<file path="src/rtl/pipe_skid_reg.sv">
// Elastic pipeline register with a two-entry skid buffer, registered in_ready and synchronous flush.
// Optional stall counter (stall_cnt port) is enabled by defining PIPE_SKID_REG_STAT_EN.
//
// state | meaning
// EMPTY | neither main nor skid holds a payload
// ONE   | main holds the head payload
// FULL  | main holds the head, skid holds the next payload
module pipe_skid_reg #(
  parameter int unsigned       WIDTH     = 32,
  parameter logic [WIDTH-1:0]  RESET_VAL = '0,
  parameter int unsigned       CNT_WIDTH = 16
) (
  input  logic             clk,
  input  logic             reset,
  input  logic             flush,
  input  logic             in_valid,
  output logic             in_ready,
  input  logic [WIDTH-1:0] in_data,
  output logic             out_valid,
  input  logic             out_ready,
  output logic [WIDTH-1:0] out_data
`ifdef PIPE_SKID_REG_STAT_EN
  ,
  output logic [CNT_WIDTH-1:0] stall_cnt
`endif
);

  typedef enum logic [1:0] {
    EMPTY = 2'd0,
    ONE   = 2'd1,
    FULL  = 2'd2
  } state_t;

  state_t           state;
  logic [WIDTH-1:0] main_q;
  logic [WIDTH-1:0] skid_q;

  if (WIDTH < 1 || CNT_WIDTH < 1) begin : g_param_check
    $error("pipe_skid_reg: WIDTH and CNT_WIDTH must be at least 1");
  end

  assign out_data = main_q;

  // in_ready/out_valid are kept as flops that track state, so neither has a combinational input path
  always_ff @(posedge clk or posedge reset) begin
    if (reset) begin
      state     <= EMPTY;
      main_q    <= RESET_VAL;
      skid_q    <= RESET_VAL;
      out_valid <= 1'b0;
      in_ready  <= 1'b1;
    end else if (flush) begin
      state     <= EMPTY;
      main_q    <= RESET_VAL;
      skid_q    <= RESET_VAL;
      out_valid <= 1'b0;
      in_ready  <= 1'b1;
    end else begin
      case (state)
        EMPTY: begin
          if (in_valid) begin
            main_q    <= in_data;
            state     <= ONE;
            out_valid <= 1'b1;
          end
        end
        ONE: begin
          if (in_valid && out_ready) begin
            main_q <= in_data;
          end else if (in_valid) begin
            skid_q   <= in_data;
            state    <= FULL;
            in_ready <= 1'b0;
          end else if (out_ready) begin
            state     <= EMPTY;
            out_valid <= 1'b0;
          end
        end
        FULL: begin
          if (out_ready) begin
            main_q   <= skid_q;
            state    <= ONE;
            in_ready <= 1'b1;
          end
        end
        default: begin
          state     <= EMPTY;
          out_valid <= 1'b0;
          in_ready  <= 1'b1;
        end
      endcase
    end
  end

`ifdef PIPE_SKID_REG_STAT_EN
  // Counts cycles the head payload waits on downstream; flush leaves the history intact
  always_ff @(posedge clk or posedge reset) begin
    if (reset) begin
      stall_cnt <= '0;
    end else if (out_valid && !out_ready && !(&stall_cnt)) begin
      stall_cnt <= stall_cnt + 1'b1;
    end
  end
`endif

endmodule

</file>
<file path="config.mk">
export PLATFORM = sky130hd
export DESIGN_NAME = pipe_skid_reg
export DESIGN_NICKNAME = d
export VERILOG_FILES = /design/src/rtl/pipe_skid_reg.sv
export SDC_FILE = /design/constraint.sdc
export NUM_CORES = 1
export LEC_CHECK = 0
export BUFFER_PORTS_ARGS = -buffer_cell sky130_fd_sc_hd__buf_4
export CORE_UTILIZATION = 50
export DETAILED_ROUTE_END_ITERATION = 16
export HOLD_SLACK_MARGIN = 0.12
export PLACE_DENSITY = 0.75
export SYNTH_ARGS = -nofsm -noshare
export SYNTH_HDL_FRONTEND = slang
export SYNTH_SLANG_ARGS = --single-unit
</file>
<file path="constraint.sdc">
create_clock -name clk -period 2.4 [get_ports clk]
set_clock_uncertainty 0.2 [all_clocks]
set_input_delay 0.12 -clock clk [delete_from_list [all_inputs] [get_ports clk]]
set_output_delay 0.12 -clock clk [all_outputs]
set_load 0.02 [all_outputs]
</file>
; Yosys cells after proc, flatten, opt, wreduce, memory -nomap -nowiden
; Index checks and enable logic that the tools add are counted.
[totals]
reg_bits = 68
in_bits = 37
output_inout_bits = 34
wordCells = 54
[classes]
eq_ne = 13
mux = 26
reduce_logical = 10
[ops]
columns = op, count
row1 = 2-to-1 mux 32 bit, 7
row2 = case mux 32 bit (3 select lines), 1
row3 = inequality test 3 bit (second input constant), 7
row4 = 2-to-1 mux 2 bit, 6
row5 = AND reduction 4 bit, 3
row6 = 2-to-1 mux 1 bit, 9
row7 = inequality test 2 bit (second input constant), 3
row8 = case mux 1 bit (3 select lines), 2
row9 = case mux 2 bit (3 select lines), 1
row10 = AND reduction 5 bit, 1
row11 = inequality test 4 bit (second input constant), 1
row12 = nonzero test 2 bit, 2
row13 = nonzero test 4 bit, 1
row14 = AND reduction 3 bit, 1
row15 = == test 2 x 1 -> 1 bit (second input constant), 1
row16 = == test 2 bit (second input constant), 1
row17 = logical NOT 2 bit, 1
row18 = logical AND 1 bit, 1

; Logic depth before layout (Yosys ltp)
[logic_depth]
ltp_word = 5
mapped_depth = 6
mapped_depth_nobuf = 4

; Least setup slack after synthesis
; No wires, ideal clock.
[synth_path]
kind = flip-flop to flip-flop
startpoint = register state[1]
endpoint = register main_q[7], in the netlist out_data[7]
setup_ns = 0.096
t_arrival_ns = 1.464
required_time_ns = 2.104
path_slack_ns = 0.640
stages_incl_launch_ff = 7
path_buffers = 2
synth_period_minus_slack_ns = 1.760
cell_sequence = dfrtp_1 -> nor2b_2 -> buf_6 -> a221oi_4 -> buf_6 -> nand2_1 -> o31ai_1
[synth_between]
elab_chain_cells = 3
word_cells_on_any_way = 10
[synth_lines]
columns = item, line
row1 = from (decl), 34  ; state_t state;
row2 = from (signal assigned), 47  ; state <= EMPTY;
row3 = from (signal assigned), 53  ; state <= EMPTY;
row4 = from (signal assigned), 63  ; state <= ONE;
row5 = == test 2 x 1 -> 1 bit (tied with other cells), 59  ; case (state)
row6 = inequality test 3 bit (no line) (tied with other cells), -
row7 = AND reduction 4 bit (no line) / 2-to-1 mux 32 bit (equally long branches), -
row8 = to (signal assigned), 62  ; main_q <= in_data;
row9 = to (signal assigned), 69  ; main_q <= in_data;
row10 = to (signal assigned), 81  ; main_q <= skid_q;
row11 = to (decl), 35  ; logic [WIDTH-1:0] main_q;
; Several ways; a longest one is shown, not always the timed one.
; A chain may end at the register's enable or synchronous reset.

; Worst setup path after layout
[layout_path]
startpoint = register state[0]
endpoint = register state[1]
[layout_between]
elab_chain_cells = 3
word_cells_on_any_way = 10
[layout_lines]
columns = item, line
row1 = == test 2 x 1 -> 1 bit (tied with other cells), 59
row2 = inequality test 4 bit (no line) (tied with other cells), -
row3 = AND reduction 4 bit (no line) / 2-to-1 mux 2 bit (equally long branches), -
; Several ways; a longest one is shown, not always the timed one.

==> reports/qor.yml <==
route:
  postRouteAntennaNets: 0
  drt-pass1-iter-count: 6
  via_per_inst: 5.18
  wire_per_inst_um: 14.5
  routed-via-count: 2500
  route.detailed.drc: 0
  drt_iter0_drc: 199
  routed_wl_mm: 6.99
yosys:
  avgSynthCellArea_sq_um: 10.1
  async_reset_ff_frac: 1.00
  yosysTopAreaCell: "dfrtp_1"
  synth_cells: 306
  syn-num-nets: 343
  synth-edff-count: 0
  seq_area_frac_synth: 0.549
  synth_most_common_cell: "nand2_1"
  synth.distinct_cells: 25
  ys_ff_latch: 68
  synth_area_leaders: "dfrtp_1 54%, nand2_1 12%, mux2i_1 10%"
  synth_area_sq_um: 3100
  synthFlopType: "dfrtp_1"
  synth_top_area_frac: 0.540
  synth.cells.most_frequent: "96 x nand2_1, 67 x dfrtp_1, 33 x a21oi_1"
  yosys_warnings: 0
floorplan:
  initial_utilization: 0.521
  rows: 28
  die_h_um: 80.8
  io_pins: 71
  die_w_um: 80.8
  core_area_sq_um: 5960
  dieArea_sq_um: 6520
finish:
  finalNetCount: 440
  diodes: 0
  fillers: 463
  drive_gt1_frac: 0.240
  utilization: 0.704
  syn_to_final_growth_pct: 35.2
  register_area_sq_um: 1700
  multi_input_area_sq_um: 1240
setup_path:
  critPathMaxFanout: 20
  critPathRequiredTime_ns: 2.47
  cp.arrival_ns: 2.26
  r2r-start: "state[0]"
  crit_start: "state[0]"
  critPathCaptureType: "flop"
  reg2reg_setup_slack_ns: 0.21
  crit_type: "reg2reg"
  start_kind: "flop"
grt:
  grt_max_degree: 70
  grt_pass1_wl_mm: 11.4
  grt_use_met3: 0.0404
  busiest_layer: "met2"
  antenna_found_initial: 0
  grt-ovfl-total: 0
  grt_util_met2: 0.363
  grt_usage: 0.233
  grt_pass1_vias: 2385
  grtUsageMet1: 0.322
clock_tree:
  cts_tree: "yes"
  root_buffer: "clkbuf_8"
  cts.sinks: 68
  clk_pin_slew_ns: 0.07
  cts_resized: 0
  numCtsBuffers: 9
  htree_num_levels: 3
  clk_latency_ns: 0.33
  cts_buffer_depth: 2
sta:
  maxSlewViolCount: 0
  period_share: 0.914
  setup_viol: 0
  tightest_slew_ns: 0.710
  hold_violations: 0
  period_minus_slack_ns: 2.19
  fmax_mhz: 456
  worst_hold_slack_ns: 0.154
  tns_ns: 0
  slew_headroom: 0.527
  rsz0062_at_grt: "false"
power_and_ir_drop:
  internal_power_mw: 1.93
  pwr-share-comb: 0.168
  p_per_area_nw_per_um2: 623
  p_leak_nw: 2.06
  clkPwrFrac: 0.353
  ir_drop_v: 0.000376
  p_seq_frac: 0.479
  p_sw_uw: 679
  sw_frac_of_total: 0.260
worst_hold_path:
  min_from: "flush"
  hold_class: "in2reg"
place:
  io_buffers: 70
  hpwlAfterDp_mm: 4.23
  routabilityCongestion: 0.768
status:
  outcome: "completed"
job:
  cap_violations: 0
## critical path: stages (launching register included)
cell           delay (ns)
dfrtp_1              0.45
nand2b_2             0.41
buf_12               0.27
a211oi_1             0.21
dlygate4sd3_1        0.58
## timing repair
item,in CTS,in global routing
buffers inserted,0,0
hold buffers,36,0
endpoints found under the hold margin,136,0
## kinds of logic (layout without fill, tap and decap cells)
logic type      after synthesis  after routing  share of synthesized area
simple gates                107            107                      0.141
compound gates               71             71                      0.151
flops                        68             68                      0.549
mux                          32             32                      0.103
buf+inv                      27            129                     0.0536
xor+xnor                      1              1                    0.00282
## layout make-up
| cell class | count | area share |
|---|---|---|
| clock buffer | 16 | 0.0477 |
| inverter | 1 | 0.000895 |
| multi-input combinational | 211 | 0.295 |
| sequential | 68 | 0.406 |
| tap | 75 | 0.0224 |
| timing repair buffer | 112 | 0.228 |
## power by group through the flow
stage | registers, mW | clock network, mW | logic (mW)
2_1_floorplan | 1.33 | 0 | 0.173
3_3_place_gp | 1.27 | 0 | 0.389
3_5_place_dp | 1.27 | 0 | 0.396
4_1_cts | 1.25 | 0.943 | 0.442
5_1_grt | 1.26 | 0.995 | 0.478
6_report | 1.25 | 0.922 | 0.439
## worst paths after layout
check / endpoint / cells past startpoint
setup / recovery: state[1] / 4
hold / removal: state[0] / 2
setup reg to reg: state[1] / 4
hold reg to reg: out_data[22] / 2
max in group asynchronous: in_ready / 4
min in group asynchronous: skid_q[13] / 4
## layer usage
metal,routed length [um],part of all wire,vias to the layer above
met5,0,0,-
met4,115,0.016,0
met3,336,0.048,12
met2,3230,0.46,80
met1,3310,0.47,1171
li1,-,-,1237
## placed cells by master (no fill, tap or decap), types with 14 or more instances in the layout
cell	synthesis	final
nand2_1	96	96
buf_4	2	74
dfrtp_1	67	67
dlygate4sd3_1	0	36
a21oi_1	33	33
mux2i_1	32	32
o31ai_1	32	32
clkbuf_8	0	14
## metrics by stage
| stage | setup WS [ns] | instance area, sq um | instances | total power [mW] |
|---|---|---|---|---|
| after floorplan | 0.370 | 3100 | 306 | 1.50 |
| after global placement | 0.591 | 3630 | 431 | 1.66 |
| after detailed placement | 0.518 | 3630 | 431 | 1.67 |
| after CTS | 0.234 | 4200 | 483 | 2.64 |
| after global routing | 0.107 | 4200 | 483 | 2.73 |
| final | 0.206 | 4200 | 483 | 2.61 |
## flip-flops by register name (all words and copies together), names as in the netlist
| name | count |
|---|---|
| out_data | 32 |
| out_valid | 1 |
| state | 2 |
| in_ready | 1 |
| skid_q | 32 |
Note: power is estimated with default switching activity, not from simulation.
